### config.mk
export PLATFORM = sky130hd
export DESIGN_NAME = imu_spi_responder
export DESIGN_NICKNAME = d
export VERILOG_FILES = /design/src/rtl/imu_spi_responder.sv
export SDC_FILE = /design/constraint.sdc
export NUM_CORES = 1
export LEC_CHECK = 0
export CAP_MARGIN = 20
export CORE_UTILIZATION = 40
export CTS_BUF_LIST = sky130_fd_sc_hd__clkbuf_16
export DETAILED_ROUTE_END_ITERATION = 10
export MAX_ROUTING_LAYER = met4
export PLACE_DENSITY_LB_ADDON = 0.15
export SLEW_MARGIN = 10
export SYNTH_ARGS = -nofsm -noshare
export SYNTH_HDL_FRONTEND = slang
export SYNTH_SLANG_ARGS = --single-unit
### constraint.sdc
create_clock -name c -period 4.5 [get_ports c]
set_input_delay 0.9 -clock c [delete_from_list [all_inputs] [get_ports c]]
set_output_delay 0.9 -clock c [all_outputs]
set_load 0.05 [all_outputs]
### src/rtl/imu_spi_responder.sv
// imu_spi_responder: SPI-slave IMU emulator that decodes a read header and streams prefetched host words.
// Define IMU_RESP_TIMEOUT_EN to drop an ARMED request after TIMEOUT_CNT cycles without a response frame.
module imu_spi_responder #(
    parameter int W           = 32,
    parameter int SYNC_STAGES = 2,
    parameter int TIMEOUT_CNT = 25000
) (
    input  logic         c,
    input  logic         rst_n,
    input  logic         cs,
    input  logic         sck,
    input  logic         mosi,
    output logic         miso,
    output logic         req_dv,
    output logic [7:0]   req_idx,
    output logic         rd_en,
    output logic [4:0]   rd_addr,
    input  logic [W-1:0] rd_d,
    output logic         resp_done,
    output logic [5:0]   resp_words,
    output logic         err,
    output logic         busy
);
    localparam int BW = $clog2(W + 1);
    localparam logic [BW-1:0] W_CNT = BW'(W);

    typedef enum logic [1:0] {IDLE, RX_REQ, ARMED, TX_RESP} state_t;

    logic [1:0] rst_sync_q, rst_sync_d;
    logic rst_ni;
    logic [SYNC_STAGES-1:0] cs_sync_q, cs_sync_d, sck_sync_q, sck_sync_d, mosi_sync_q, mosi_sync_d;
    logic cs_prev_q, sck_prev_q, cs_s, sck_s, mosi_s, cs_fall, cs_rise, sck_rise, sck_fall;
    state_t state_q, state_d;
    logic [BW-1:0] bit_cnt_q, bit_cnt_d, bit_inc;
    logic [W-1:0] shift_q, shift_d, pre_q, pre_d;
    logic fetch_q, miso_q, miso_d, req_dv_q, req_dv_d, rd_en_q, rd_en_d;
    logic resp_done_q, resp_done_d, err_q, err_d;
    logic [7:0] req_idx_q, req_idx_d;
    logic [4:0] rd_addr_q, rd_addr_d;
    logic [5:0] wcnt_q, wcnt_d, wcnt_inc, resp_words_q, resp_words_d;

    always_comb begin
        rst_sync_d  = {rst_sync_q[0], 1'b1};
        cs_sync_d   = {cs_sync_q[SYNC_STAGES-2:0], cs};
        sck_sync_d  = {sck_sync_q[SYNC_STAGES-2:0], sck};
        mosi_sync_d = {mosi_sync_q[SYNC_STAGES-2:0], mosi};
    end

    always_ff @(posedge c or negedge rst_n)
        if (!rst_n) rst_sync_q <= '0;
        else        rst_sync_q <= rst_sync_d;

    assign rst_ni   = rst_sync_q[1];
    assign cs_s     = cs_sync_q[SYNC_STAGES-1];
    assign sck_s    = sck_sync_q[SYNC_STAGES-1];
    assign mosi_s   = mosi_sync_q[SYNC_STAGES-1];
    assign cs_fall  = cs_prev_q & ~cs_s;
    assign cs_rise  = ~cs_prev_q & cs_s;
    // sck edges only count while cs has been low for two samples, so a cs edge always wins
    assign sck_rise = ~cs_s & ~cs_prev_q & sck_s & ~sck_prev_q;
    assign sck_fall = ~cs_s & ~cs_prev_q & ~sck_s & sck_prev_q;
    assign bit_inc  = (bit_cnt_q == W_CNT) ? bit_cnt_q : bit_cnt_q + BW'(1);
    assign wcnt_inc = (wcnt_q == 6'd63) ? wcnt_q : wcnt_q + 6'd1;

`ifdef IMU_RESP_TIMEOUT_EN
    localparam int TW = $clog2(TIMEOUT_CNT + 1);
    localparam logic [TW-1:0] TO_LAST = TW'(TIMEOUT_CNT - 1);
    logic [TW-1:0] to_cnt_q, to_cnt_d;
    assign to_cnt_d = (state_q == ARMED) ? to_cnt_q + TW'(1) : '0;
    always_ff @(posedge c or negedge rst_ni)
        if (!rst_ni) to_cnt_q <= '0;
        else         to_cnt_q <= to_cnt_d;
`else
    logic unused_timeout;
    assign unused_timeout = TIMEOUT_CNT != 0;
`endif

    always_comb begin
        state_d      = state_q;
        bit_cnt_d    = bit_cnt_q;
        shift_d      = shift_q;
        pre_d        = fetch_q ? rd_d : pre_q;
        miso_d       = miso_q;
        req_dv_d     = 1'b0;
        req_idx_d    = req_idx_q;
        rd_en_d      = 1'b0;
        rd_addr_d    = rd_addr_q;
        resp_done_d  = 1'b0;
        resp_words_d = resp_words_q;
        err_d        = 1'b0;
        wcnt_d       = wcnt_q;
        case (state_q)
            IDLE: begin
                miso_d = 1'b0;
                if (cs_fall) begin
                    state_d   = RX_REQ;
                    bit_cnt_d = '0;
                end
            end
            RX_REQ: begin
                if (cs_rise) begin
                    if (bit_cnt_q == W_CNT && shift_q[W-1 -: 8] == 8'h01) begin
                        req_idx_d = shift_q[W-9 -: 8];
                        req_dv_d  = 1'b1;
                        rd_en_d   = 1'b1;
                        rd_addr_d = '0;
                        state_d   = ARMED;
                    end else begin
                        err_d   = 1'b1;
                        state_d = IDLE;
                    end
                end else if (sck_rise) begin
                    shift_d   = {shift_q[W-2:0], mosi_s};
                    bit_cnt_d = bit_inc;
                end
            end
            ARMED: begin
                if (cs_fall) begin
                    shift_d   = pre_q;
                    miso_d    = pre_q[W-1];
                    rd_en_d   = 1'b1;
                    rd_addr_d = 5'd1;
                    bit_cnt_d = '0;
                    wcnt_d    = '0;
                    state_d   = TX_RESP;
                end
`ifdef IMU_RESP_TIMEOUT_EN
                else if (to_cnt_q == TO_LAST) begin
                    err_d   = 1'b1;
                    state_d = IDLE;
                end
`endif
            end
            TX_RESP: begin
                if (cs_rise) begin
                    resp_done_d  = 1'b1;
                    resp_words_d = (bit_cnt_q == W_CNT) ? wcnt_inc : wcnt_q;
                    miso_d       = 1'b0;
                    state_d      = IDLE;
                end else if (sck_rise) begin
                    bit_cnt_d = bit_inc;
                end else if (sck_fall) begin
                    if (bit_cnt_q == W_CNT) begin
                        shift_d   = pre_q;
                        miso_d    = pre_q[W-1];
                        bit_cnt_d = '0;
                        wcnt_d    = wcnt_inc;
                        rd_en_d   = 1'b1;
                        rd_addr_d = rd_addr_q + 5'd1;
                    end else begin
                        shift_d = shift_q << 1;
                        miso_d  = shift_q[W-2];
                    end
                end
            end
            default: state_d = IDLE;
        endcase
    end

    always_ff @(posedge c or negedge rst_ni) begin
        if (!rst_ni) begin
            cs_sync_q    <= '1;
            sck_sync_q   <= '0;
            mosi_sync_q  <= '0;
            cs_prev_q    <= 1'b1;
            sck_prev_q   <= 1'b0;
            state_q      <= IDLE;
            bit_cnt_q    <= '0;
            shift_q      <= '0;
            pre_q        <= '0;
            fetch_q      <= 1'b0;
            miso_q       <= 1'b0;
            req_dv_q     <= 1'b0;
            req_idx_q    <= '0;
            rd_en_q      <= 1'b0;
            rd_addr_q    <= '0;
            resp_done_q  <= 1'b0;
            resp_words_q <= '0;
            err_q        <= 1'b0;
            wcnt_q       <= '0;
        end else begin
            cs_sync_q    <= cs_sync_d;
            sck_sync_q   <= sck_sync_d;
            mosi_sync_q  <= mosi_sync_d;
            cs_prev_q    <= cs_s;
            sck_prev_q   <= sck_s;
            state_q      <= state_d;
            bit_cnt_q    <= bit_cnt_d;
            shift_q      <= shift_d;
            pre_q        <= pre_d;
            fetch_q      <= rd_en_q;
            miso_q       <= miso_d;
            req_dv_q     <= req_dv_d;
            req_idx_q    <= req_idx_d;
            rd_en_q      <= rd_en_d;
            rd_addr_q    <= rd_addr_d;
            resp_done_q  <= resp_done_d;
            resp_words_q <= resp_words_d;
            err_q        <= err_d;
            wcnt_q       <= wcnt_d;
        end
    end

    assign miso       = miso_q;
    assign req_dv     = req_dv_q;
    assign req_idx    = req_idx_q;
    assign rd_en      = rd_en_q;
    assign rd_addr    = rd_addr_q;
    assign resp_done  = resp_done_q;
    assign resp_words = resp_words_q;
    assign err        = err_q;
    assign busy       = state_q != IDLE;
endmodule

==> impl_metrics.yaml, run 1 <==
yosys:
  synth_top_cell_by_area: "dfrtp_1"
  async_flop_share: 1.000
  synthDominantCellAreaShare: 0.5506
  avgSynthCellArea_um2: 11.88
  ys_top_cells_by_area: "dfrtp_1 (55%), mux2_2 (9.2%), mux2i_1 (7.4%), a21oi_1 (3.8%), nor2_1 (3.2%)"
  netlist_instances: 421
  netlist_area_um2: 5000
  ys_seq_area_frac: 0.5663
  syn_nets: 462
  synth_most_common_cell: "dfrtp_1"
  ys_warn_count: 0
  synth-edff-count: 0
  synthTopCellsByCount: "dfrtp_1 (110), nor2_1 (42), mux2_2 (41), a21oi_1 (38), mux2i_1 (37)"
  synth.distinct_cells: 58
  synth-seq-cells: 113
  ys.flop_type: "dfrtp_1"
critical_path:
  worstSetupPathType: "reg2out"
  reg2reg_slack_ps: 2050
  cp-end-kind: "output port"
  r2r_start: "bit_cnt_q[0]$_DFFE_PN0P_"
  start_kind: "flip-flop"
  cp_slowest_cell: "clkdlybuf4s50_1"
  crit_path_cell_trace: "or2_2 -> clkdlybuf4s50_1"
  crit_arrival_ps: 2020
  slowest_delay_ps: 700
  path_buf_inv: 1
  r2r_end: "shift_q[18]$_DFFE_PN0P_"
  path_max_fanout: 17
  reg2reg_depth: 7
  crit_family: "buffers and inverters"
  worstPathRequired_ps: 3600
routing:
  vias: 3305
  ant_nets: 0
  routed_via_density: 4.977
  route.detailed.drc: 0
  firstDrtPassIters: 4
  routedWlPerCell_um: 14.28
  routed_wl_um: 9482
  drtIter0Drc: 145
pwr:
  pwr-share-seq: 0.441
  combPwrFrac: 0.044
  p_clk_frac: 0.515
  p_sw_frac: 0.2182
  ir_drop_mv: 0.2763
  intPower_mw: 1.888
  p_per_area_nw_per_um2: 383.8
  p_switching_mw: 0.5270
  p_leak_nw: 2.928
timing:
  period_share: 0.6490
  maxSlewHeadroom: 0.3613
  final.setup.worst_slack_ps: 1579
  final-max-slew-violation-count: 0
  rsz0062_at_grt: "false"
  clock_skew_ps: 8.088
  hold_violations: 0
  period_minus_slack_ps: 2921
  setup_viol: 0
  worstMarginPinSlew_ps: 954.7
  holdWs_ps: 330.1
  tns_ps: 0
  fmax_ghz: 0.3424
global_routing:
  use_met3: 0.05048
  grt_max_degree: 79
  use_met1: 0.1951
  grt.total_usage: 0.1742
  antenna_found_initial: 0
  grt_pass1_wl_um: 16570
  busiest_layer: "met2"
  grtUsageMet2: 0.2833
  gr-total-overflow: 0
  grt_pass1_vias: 3419
layout:
  drive_gt1_frac: 0.1815
  syn_to_final_growth_pct: 25.85
  final_area_um2: 6292
  nets: 524
  fill_cells: 1127
  num_antenna_cells: 0
hold_path:
  holdCritPathClass: "reg2async"
clock_tree:
  cts_tree: "built"
  ctsRootBufferMaster: "clkbuf_16"
  clk_latency_ps: 410
  clock_path_buffers: 2
  ctsHtreeMaxLevel: 4
  cts_buffers: 17
  path_clk_slew_ps: 50
  holdBufCountCts: 0
  cts.repair.resized: 0
  post-cts-setup-buffers: 0
  cts_sinks: 113
floorplan:
  core_um2: 12110
  die_area_um2: 12950
  fp.dieH_um: 113.8
  start_util: 0.4128
  die_w_um: 113.8
  io_pins: 62
  rows: 40
flow_run:
  cap_violations: 0
run_status:
  status: "finished, final reports clean"
placement:
  placed_area_um2: 5718
  gp_congestion: 0.7922
  dp_slack_ps: 2003
  place_hpwl_um: 6226
  port_buffers: 61
-- power by group through the flow --
stage                     Sequential [mW]  Clock (mW)  Combinational, mW
after floorplan                      1.08           0             0.0531
after global placement               1.09           0             0.0959
after detailed placement             1.09           0             0.0991
after CTS                            1.07        1.28             0.0996
after global routing                 1.07        1.33              0.117
final                                1.06        1.24              0.106
-- worst max path at each step --
stage                     cells past startpoint  slack [ps]                    start         to
after floorplan                               0        1120  rst_sync_q[1]$_DFF_PN0_  async pin
after global placement                        2        2040   state_q[0]$_DFFE_PN0P_       busy
after detailed placement                      2        2000   state_q[0]$_DFFE_PN0P_       busy
after CTS                                     2        1550   state_q[0]$_DFFE_PN0P_       busy
after global routing                          2        1510   state_q[0]$_DFFE_PN0P_       busy
final                                         2        1580   state_q[0]$_DFFE_PN0P_       busy
-- flip-flops by register name, summed over array words and instances (netlist names), named ones only --
| name | count |
|---|---|
| bit_cnt_q | 6 |
| cs_prev_q | 1 |
| cs_sync_q | 2 |
| err | 1 |
| fetch_q | 1 |
| miso | 1 |
| mosi_sync_q | 2 |
| pre_q | 32 |
| rd_addr | 5 |
| rd_en | 1 |
| req_dv | 1 |
| req_idx | 8 |
| resp_done | 1 |
| resp_words | 6 |
| rst_sync_q | 2 |
| sck_prev_q | 1 |
| sck_sync_q | 2 |
| shift_q | 32 |
| state_q | 1 |
| wcnt_q | 6 |
-- worst register-to-register path: stages, from the launching register on --
cell       delay (ps)
dfrtp_1           440
inv_1              80
ha_1              190
nand4bb_4         150
o21ai_0           340
nand2_2           620
mux2i_1           380
a21oi_1           110
-- logic make-up (layout without fill, tap and decap cells) --
kind of cell / count (synthesis) / in the layout / synth area share
AOI/OAI and AO/OA: 80 / 80 / 0.09585
xor gates and xnor gates: 2 / 2 / 0.003504
adders and majority gates: 4 / 4 / 0.01001
buffers and inverters: 29 / 104 / 0.03303
DFF: 113 / 113 / 0.5663
muxes: 79 / 79 / 0.1694
other: 1 / 1 / 0.0007500
and+or+nand+nor: 113 / 113 / 0.1211
-- cell type report --
type	instances	area, um2	share of cell area
Sequential cell	113	2835	0.4506
Inverter	7	26.28	0.004176
Tap cell	168	210.2	0.03341
Multi-Input combinational cell	279	2013	0.3199
Clock inverter	15	128.9	0.02048
Clock buffer	17	425.4	0.06761
Timing Repair Buffer	65	653.1	0.1038
-- through the flow --
step / power (mW) / utilization / cells
final: 2.415 / 0.5195 / 664
after global routing: 2.512 / 0.5195 / 664
after CTS: 2.454 / 0.5179 / 663
after detailed placement: 1.188 / 0.4721 / 631
after global placement: 1.183 / 0.4721 / 631
after floorplan: 1.134 / - / 421
-- layout by cell type, fill, tap and decap left out, types with 2 or more instances in the layout --
cell and count:
a21o_1 2, a21oi_1 38, a21oi_4 2, a31oi_1 4
and2b_1 2, and3_1 4, buf_4 3, bufinv_16 2
clkbuf_16 17, clkdlybuf4s50_1 61, clkinv_1 4, clkinv_2 2
clkinv_4 2, clkinvlp_4 2, dfrtp_1 109, dfstp_2 3
ha_1 4, inv_1 10, mux2_2 41, mux2i_1 37
nand2_1 22, nand2b_1 3, nand3_1 10, nand4_1 3
nor2_1 42, nor2b_1 5, nor3_1 2, nor4_1 2
o21ai_0 23, o31ai_1 3
-- layer usage --
layer | up-vias | part of all wire
met1 | 1615 | 0.44
met2 | 65 | 0.50
met5 | - | 0
met3 | 14 | 0.040
li1 | 1611 | -
met4 | 0 | 0.020
Note: power is estimated with default switching activity, not from simulation.
==> run 2, diff against run 1 <==
==> constraint.sdc (replaced) <==
create_clock -name c -period 2.7 [get_ports c]
set_input_delay 0.54 -clock c [delete_from_list [all_inputs] [get_ports c]]
set_output_delay 0.54 -clock c [all_outputs]
set_load 0.05 [all_outputs]
==> impl_metrics.yaml, run 2 (synthesis results as in run 1) <==
layout:
  syn_to_final_growth_pct: 25.25
  seqCellArea_um2: 2835
  num_antenna_cells: 0
  multi_input_area_um2: 2013
  nets: 527
  mostFrequentLayoutCells: "dfrtp_1 (109), clkdlybuf4s50_1 (61), nor2_1 (42)"
  drive_gt1_frac: 0.1888
  final_common_cell: "dfrtp_1"
  fill_cells: 1125
timing:
  fmax_ghz: 0.3912
  hold_violations: 0
  period_minus_slack_ps: 2556
  holdWs_ps: 294.8
  tns_ps: 0
  period_share: 0.9467
  worstMarginPinSlew_ps: 626.3
  setup_viol: 0
  maxSlewHeadroom: 0.5780
  rsz0062_at_grt: "false"
  clock_skew_ps: 7.981
  final-max-slew-violation-count: 0
clock_tree:
  cts_tree: "built"
  clk_latency_ps: 410
  ctsHtreeMaxLevel: 4
  cts_buffers: 17
  holdBufCountCts: 0
  cts.repair.resized: 0
  post-cts-setup-buffers: 0
  path_clk_slew_ps: 50
  cts_sinks: 113
  clock_path_buffers: 2
  ctsRootBufferMaster: "clkbuf_16"
critical_path:
  r2r_start: "state_q[0]$_DFFE_PN0P_"
  cp-end-kind: "output port"
  start_kind: "flip-flop"
  r2r_end: "rd_addr[0]$_DFFE_PN0P_"
  crit_arrival_ps: 2020
  worstPathRequired_ps: 2160
  reg2reg_depth: 5
  path_max_fanout: 17
  reg2reg_slack_ps: 610
  worstSetupPathType: "reg2out"
routing:
  route.met3.wl_um: 323
  drtIter0Drc: 129
  wl_met1_um: 4364
  routedWlPerCell_um: 14.23
  route.detailed.drc: 0
  wl_met2_um: 4627
  top_layer: "met4"
  routed_via_density: 4.943
  firstDrtPassIters: 4
  ant_nets: 0
  vias: 3292
  routed_wl_um: 9474
pwr:
  ir_drop_mv: 0.5476
  p_leak_nw: 2.917
  p_per_area_nw_per_um2: 610.0
placement:
  port_buffers: 61
  gp_congestion: 0.8147
  place_hpwl_um: 6467
global_routing:
  grt_pass1_vias: 3414
  antenna_found_initial: 0
  grt.total_usage: 0.1740
  grt_pass1_wl_um: 16640
  grt_max_degree: 65
  gr-total-overflow: 0
floorplan:
  fp.dieH_um: 113.8
  start_util: 0.4128
  rows: 40
  core_um2: 12110
  die_area_um2: 12950
  die_w_um: 113.8
  io_pins: 62
run_status:
  status: "finished, final reports clean"
hold_path:
  holdCritPathClass: "in2async"
flow_run:
  cap_violations: 0
-- run 2: cell count changes in the layout (fill, tap and decap cells not counted), sizes merged --
cell / delta
clkinv: +2
bufinv: -2
inv: -1
buf: +3
-- run 2: area by class of cell --
class	count	share of cell area
Sequential cell	113	0.4527
Clock buffer	17	0.06793
Inverter	7	0.004196
Timing Repair Buffer	68	0.1079
Clock inverter	14	0.01219
Tap cell	168	0.03357
Multi-Input combinational cell	279	0.3215
-- run 2: where the power goes --
part           internal [mW]  total [mW]  switching (mW)
logic                 0.0911       0.175          0.0841
registers               1.73        1.78          0.0482
clock network           1.14        1.87           0.731
-- run 2: per-layer routing --
metal / vias to the layer above / GRT usage
met5: - / -
met4: 0 / 0.07532
met3: 12 / 0.05420
met2: 57 / 0.2711
met1: 1606 / 0.2088
li1: 1617 / -
-- run 2: stage by stage --
step / setup WS (ps) / cells / util / total power [mW] / instance area, um2
floorplan: 813.4 / 421 / - / 1.890 / 5001
global placement: 579.7 / 635 / 0.4756 / 1.976 / 5761
detailed placement: 571.2 / 635 / 0.4756 / 1.982 / 5761
CTS: 125.2 / 666 / 0.5170 / 3.892 / 6262
global route: 52.37 / 666 / 0.5170 / 3.998 / 6262
finish: 144.0 / 666 / 0.5170 / 3.820 / 6262
-- run 2: worst max-delay path, cell delays in order, from the launching register on --
cell and delay, ps:
dfrtp_1 540, or2_2 370, clkdlybuf4s50_1 700
-- run 2: worst max-delay path by stage --
stage	end	start	depth (start not counted)	slack, ps
after floorplan	async pin	rst_sync_q[1]$_DFF_PN0_	0	810
after global placement	busy	state_q[0]$_DFFE_PN0P_	2	580
after detailed placement	busy	state_q[0]$_DFFE_PN0P_	2	570
after CTS	busy	state_q[0]$_DFFE_PN0P_	2	130
after global routing	busy	state_q[0]$_DFFE_PN0P_	2	50
final	busy	state_q[0]$_DFFE_PN0P_	2	140
